==> src/rtl/mul4_seq_ctrl_pkg.sv <==
// Shared constants and state encoding for the sequential 4x4 shift-add multiplier.
package mul4_seq_ctrl_pkg;

  localparam int unsigned OPW       = 4;
  localparam int unsigned PW        = 8;
  localparam int unsigned MUL_STEPS = 4;
  localparam int unsigned CNTW      = $clog2(MUL_STEPS);

  typedef enum logic [1:0] {
    ST_IDLE = 2'd0,
    ST_RUN  = 2'd1,
    ST_DONE = 2'd2
  } state_e;

endpackage

==> src/rtl/mul4_seq_ctrl_if.sv <==
// Start/busy/done handshake and operand/product bus between wrapper and multiplier core.
interface mul4_seq_ctrl_if;
  import mul4_seq_ctrl_pkg::*;

  logic           start;
  logic [OPW-1:0] a;
  logic [OPW-1:0] b;
  logic           busy;
  logic           done;
  logic [PW-1:0]  product;

  modport master (
    output start,
    output a,
    output b,
    input  busy,
    input  done,
    input  product
  );

  modport slave (
    input  start,
    input  a,
    input  b,
    output busy,
    output done,
    output product
  );

endinterface

==> src/rtl/mul4_seq_ctrl_rca4.sv <==
// 4-bit ripple-carry adder used as the shared datapath adder of the multiplier.
module rca4 (
  input  logic [3:0] i_a,
  input  logic [3:0] i_b,
  input  logic       i_cin,
  output logic [3:0] o_sum,
  output logic       o_cout
);

  logic [4:0] w_c;

  always_comb begin
    w_c    = '0;
    o_sum  = '0;
    w_c[0] = i_cin;
    for (int i = 0; i < 4; i++) begin
      o_sum[i]  = i_a[i] ^ i_b[i] ^ w_c[i];
      w_c[i+1]  = (i_a[i] & i_b[i]) | (w_c[i] & (i_a[i] ^ i_b[i]));
    end
  end

  assign o_cout = w_c[4];

endmodule

==> src/rtl/mul4_seq_ctrl.sv <==
// Sequential 4x4 unsigned shift-add multiplier: one adder time-shared over four RUN steps,
// start/busy/done handshake, all outputs decoded from registers.
module mul4_seq_ctrl
  import mul4_seq_ctrl_pkg::*;
#(
  parameter bit HOLD_PRODUCT = 1'b1
) (
  input logic          clk,
  input logic          rst_n,
  mul4_seq_ctrl_if.slave io_bus
);

  state_e          r_state;
  state_e          w_state_d;
  logic [OPW-1:0]  r_mcand;
  logic [OPW-1:0]  r_acc_hi;
  logic [OPW-1:0]  r_q;
  logic [CNTW-1:0] r_cnt;
  logic [PW-1:0]   r_product;

  logic [OPW-1:0]  w_addend;
  logic [OPW-1:0]  w_sum;
  logic            w_cout;
  logic [PW-1:0]   w_step;
  logic            w_last;

  assign w_addend = r_q[0] ? r_mcand : '0;
  assign w_step   = {w_cout, w_sum, r_q[OPW-1:1]};
  assign w_last   = (r_cnt == CNTW'(MUL_STEPS - 1));

  rca4 u_add (
    .i_a    (r_acc_hi),
    .i_b    (w_addend),
    .i_cin  (1'b0),
    .o_sum  (w_sum),
    .o_cout (w_cout)
  );

  always_ff @(posedge clk or negedge rst_n) begin
    if (!rst_n) begin
      r_state <= ST_IDLE;
    end else begin
      r_state <= w_state_d;
    end
  end

  always_comb begin
    w_state_d = r_state;
    case (r_state)
      ST_IDLE: if (io_bus.start) w_state_d = ST_RUN;
      ST_RUN:  if (w_last) w_state_d = ST_DONE;
      ST_DONE: w_state_d = ST_IDLE;
      default: w_state_d = ST_IDLE;
    endcase
  end

  always_ff @(posedge clk or negedge rst_n) begin
    if (!rst_n) begin
      r_mcand   <= '0;
      r_acc_hi  <= '0;
      r_q       <= '0;
      r_cnt     <= '0;
      r_product <= '0;
    end else begin
      case (r_state)
        ST_IDLE: begin
          if (io_bus.start) begin
            r_mcand  <= io_bus.a;
            r_q      <= io_bus.b;
            r_acc_hi <= '0;
            r_cnt    <= '0;
          end
        end
        ST_RUN: begin
          {r_acc_hi, r_q} <= w_step;
          r_cnt           <= r_cnt + 1'b1;
          if (w_last) r_product <= w_step;
        end
        ST_DONE: begin
          if (!HOLD_PRODUCT) r_product <= '0;
        end
        default: ;
      endcase
    end
  end

  assign io_bus.busy    = (r_state != ST_IDLE);
  assign io_bus.done    = (r_state == ST_DONE);
  assign io_bus.product = r_product;

endmodule

==> src/flat_wrapper.sv <==
// flat-port wrapper written by rule: the top's interface ports become plain ports
module mul4_seq_ctrl_flat import mul4_seq_ctrl_pkg::*;
#(
  parameter bit HOLD_PRODUCT = 1'b1
)
  (clk, rst_n, io_bus_start, io_bus_a, io_bus_b, io_bus_busy, io_bus_done, io_bus_product);
  mul4_seq_ctrl_if io_bus_i ();
  input logic clk;
  input logic rst_n;
  input wire logic [$bits(io_bus_i.start)-1:0] io_bus_start;
  input wire logic [$bits(io_bus_i.a)-1:0] io_bus_a;
  input wire logic [$bits(io_bus_i.b)-1:0] io_bus_b;
  output wire logic [$bits(io_bus_i.busy)-1:0] io_bus_busy;
  output wire logic [$bits(io_bus_i.done)-1:0] io_bus_done;
  output wire logic [$bits(io_bus_i.product)-1:0] io_bus_product;
  assign io_bus_i.start = io_bus_start;
  assign io_bus_i.a = io_bus_a;
  assign io_bus_i.b = io_bus_b;
  assign io_bus_busy = io_bus_i.busy;
  assign io_bus_done = io_bus_i.done;
  assign io_bus_product = io_bus_i.product;
  mul4_seq_ctrl #(.HOLD_PRODUCT(HOLD_PRODUCT)) u_core (.clk(clk), .rst_n(rst_n), .io_bus(io_bus_i));
endmodule
==> config.mk <==
export PLATFORM = sky130hd
export DESIGN_NAME = mul4_seq_ctrl_flat
export DESIGN_NICKNAME = d
export VERILOG_FILES = /design/src/rtl/mul4_seq_ctrl_pkg.sv /design/src/rtl/mul4_seq_ctrl_if.sv /design/src/rtl/mul4_seq_ctrl_rca4.sv /design/src/rtl/mul4_seq_ctrl.sv /design/src/flat_wrapper.sv
export SDC_FILE = /design/constraint.sdc
export NUM_CORES = 1
export LEC_CHECK = 0
export CORE_ASPECT_RATIO = 1.2
export CORE_UTILIZATION = 35
export DETAILED_ROUTE_END_ITERATION = 7
export HOLD_SLACK_MARGIN = 0.03
export PLACE_DENSITY = 0.55
export SLEW_MARGIN = 10
export SYNTH_ARGS = -nofsm -noshare
export SYNTH_HDL_FRONTEND = slang
export SYNTH_HIERARCHICAL = 1
export SYNTH_SLANG_ARGS = --single-unit
==> constraint.sdc <==
create_clock -name clk -period 2.8 [get_ports clk]
set_input_delay 0.7 -clock clk [delete_from_list [all_inputs] [get_ports clk]]
set_output_delay 0.7 -clock clk [all_outputs]
set_load 0.02 [all_outputs]
==> metrics.md <==
| Metric | Value |
|---|---|
| DRT Pass-1 Iters | `4` |
| Synthesized cell area | `~1100 sq um` |
| Pwr dens | `1210 nW/um^2` |
| Height of the die | `63.7 um` |
| CTS Hold Buffers Added | `0` |
| Clock tree buffer depth | `2` |
| Pleak | `0.636 nW` |
| Number of global-route vias before repair | `760` |
| DR iter-0 viols | `18` |
| Final worst slack | `approximately 0.45 ns` |
| CP endpoint kind | `output port` |
| Commonest non-fill, non-tap cell in the layout | `dfrtp_1` |
| Mean cell area of the mapped netlist | `~12 sq um` |
| Vias | `between 700 and 800` |
| Setup TNS | `0 ns` |
| Clk_skew | `0.00417 ns` |
| Max-slew violations | `0` |
| CTS buffer count | `3` |
| YS warnings | `6` |
| CTS sink cnt | `24` |
| Critical path type | `reg -> out` |
| Top cell type's share of synthesized area | `54.1%` |
| Critical-path cell list | `or2_2 > clkdlybuf4s50_1` |
| # DRC | `0` |
| Share of cells above drive strength 1 | `19.3%` |
| Dpl hpwl | `1480 um` |
| Pwr Total | `0.00170 W` |
| Arrival @ worst endpoint | `1.65 ns` |
| Placed cell count | `~150` |
| Post-cts resize count | `0` |
| Core ar. | `3030 sq um` |
| Ports | `21` |
| Post-synthesis cell type count | `20` |
| Post-place setup slack | `0.478 ns` |
| Final Hold Fails | `0` |
| Peak supply drop | `0.000576 V` |
| Row cnt | `22` |
| Least-Margin Pin Slew | `0.652 ns` |
| Mean routed wirelength per cell | `13.9 um` |
| Post-Layout Cell Count | `150` |
| Post-CTS Setup Bufs | `0` |
| Syn-to-layout area delta | `26.0%` |
| Peak Freq | `0.426 GHz` |
| GR Util All Layers | `14.9%` |
| Worst-skew pair later-pin latency | `0.31 ns` |
| Die width | `around 53 um` |
| Total die area | `3400 sq um` |
| Syn_nets | `105` |
| Slowest stage delay, CP | `around 0.54 ns` |
| Outcome | `complete, no violations` |
| Leading post-synthesis cells by cell area | `dfrtp_1, mux2_2, fa_1` |
| Input/output buffers | `20` |
| Yosys top cell by area | `dfrtp_1` |
| Initial antenna violation count | `0` |
| Slew headroom | `56.5%` |
| Startpoint types | `flip-flop` |
| Remaining antenna violation count | `0` |
| Commonest non-fill, non-tap cells in the layout | `dfrtp_1, clkdlybuf4s50_1, inv_1` |
| Global-route wire length before repair | `approximately 3600 um` |
| Via density per instance | `4.85` |
| Post-Syn Instances | `89` |
| Slowest stage cell on the critical path | `clkdlybuf4s50_1` |
| Final GP Congestion | `0.773` |
| CP max FO | `7` |
| Total grt overflow | `0` |
| CTS tree | `done` |
| Crit path time final | `2.35 ns` |
| Clock transition at path regs | `0.13 ns` |
| Unrepaired setup endpoints after global routing | `false` |
| Number of antenna diodes | `0` |
| Starting Density | `roughly 37%` |
| Nets | `131` |
| Htree depth | `1` |
| Hold Path Class | `reg -> reg` |
| Setup violators final | `0` |
| Maximum number of pins on one net before global-route repair | `25` |
| Yosys reg bits | `24` |
| Sequential element share of the synthesized area | `54.1%` |
| Tcrit/Tclk final | `between 80% and 90%` |
| Max-cap violations | `0` |
| Final WL | `2080 um` |
| Root buf cell | `clkbuf_4` |
| CP required | `between 2 and 2.5 ns` |
## sequential cells by signal, indices dropped and copies added (netlist names)
signal / count
u_core/r_state: 2
u_core/r_acc_hi: 4
u_core/r_mcand: 4
u_core/r_cnt: 2
u_core/r_q: 4
u_core/io_bus.product: 8
## cell usage after synthesis
| master | instances |
|---|---|
| a22o_1 | 5 |
| nand2b_1 | 1 |
| o21ai_0 | 1 |
| inv_1 | 15 |
| o22ai_1 | 6 |
| dfrtp_1 | 24 |
| nand2b_4 | 1 |
| nor2_1 | 3 |
| or2_2 | 1 |
| a21oi_1 | 4 |
| fa_1 | 4 |
| conb_1 | 1 |
| o21bai_1 | 1 |
| nand2_4 | 1 |
| o32ai_1 | 1 |
| and2_1 | 4 |
| nand2_1 | 1 |
| ha_1 | 1 |
| mux2_2 | 13 |
| and2b_4 | 1 |
## layout make-up
cell class | instances | area, sq um
inverter | 15 | 56.3
multi-input combinational | 50 | 453
sequential | 24 | 601
timing repair buffer | 21 | 208
fill | 295 | 1630
tap | 36 | 45.0
clock buffer | 4 | 36.3
## per-layer routing
layer  up-vias  global-route usage (%)  share of wire (%)
li1        352                       -                  -
met1       356                    20.2                 48
met2        17                    22.7                 48
met3         2                    2.17                3.2
met4         0                    6.91                1.0
met5         -                       0                  0
## worst paths after layout
kind,from,to,slack (ns),cells past startpoint
worst max-delay path,u_core/r_state[0],io_bus_busy,0.45,2
min in group asynchronous,rst_n,u_core/io_bus.product[3],0.72,2
worst max register to register,u_core/r_q[0],u_core/io_bus.product[6],0.46,10
worst min-delay path,u_core/r_acc_hi[3],u_core/r_acc_hi[3],0.51,1
worst min register to register,u_core/r_acc_hi[3],u_core/r_acc_hi[3],0.51,1
max in group asynchronous,rst_n,u_core/r_mcand[3],1.84,2
## report_power, final
group,internal (W),switching [W]
registers,0.000521,0.000116
logic,0.000452,0.000427
clock network,0.0000793,0.000103
## critical path, delay by kind of cell, from the launching register on
family	cells	cell delay (ns)
flip-flops	1	0.47
AND/OR/NAND/NOR	1	0.34
buffers and inverters	1	0.54
## logic make-up (layout without fill, tap and decap cells)
group           Yosys count  after routing  share of synthesized area, %
compound gates           18             18                          11.0
fa+ha+maj                 5              5                          8.34
buf+inv                  15             40                          5.07
flops                    24             24                          54.1
mux                      13             13                          13.2
other cells               1              1                         0.338
simple gates             13             13                          7.89
## stage by stage
step / util, % / hold WS, ns / cell area [sq um]
floorplan: - / 0.404 / 1110
global placement: 45.0 / 0.488 / 1360
detailed placement: 45.0 / 0.488 / 1360
CTS: 46.2 / 0.520 / 1400
global route: 46.2 / 0.547 / 1400
finish: 46.2 / 0.514 / 1400
Power figures use the tool's default switching activity.
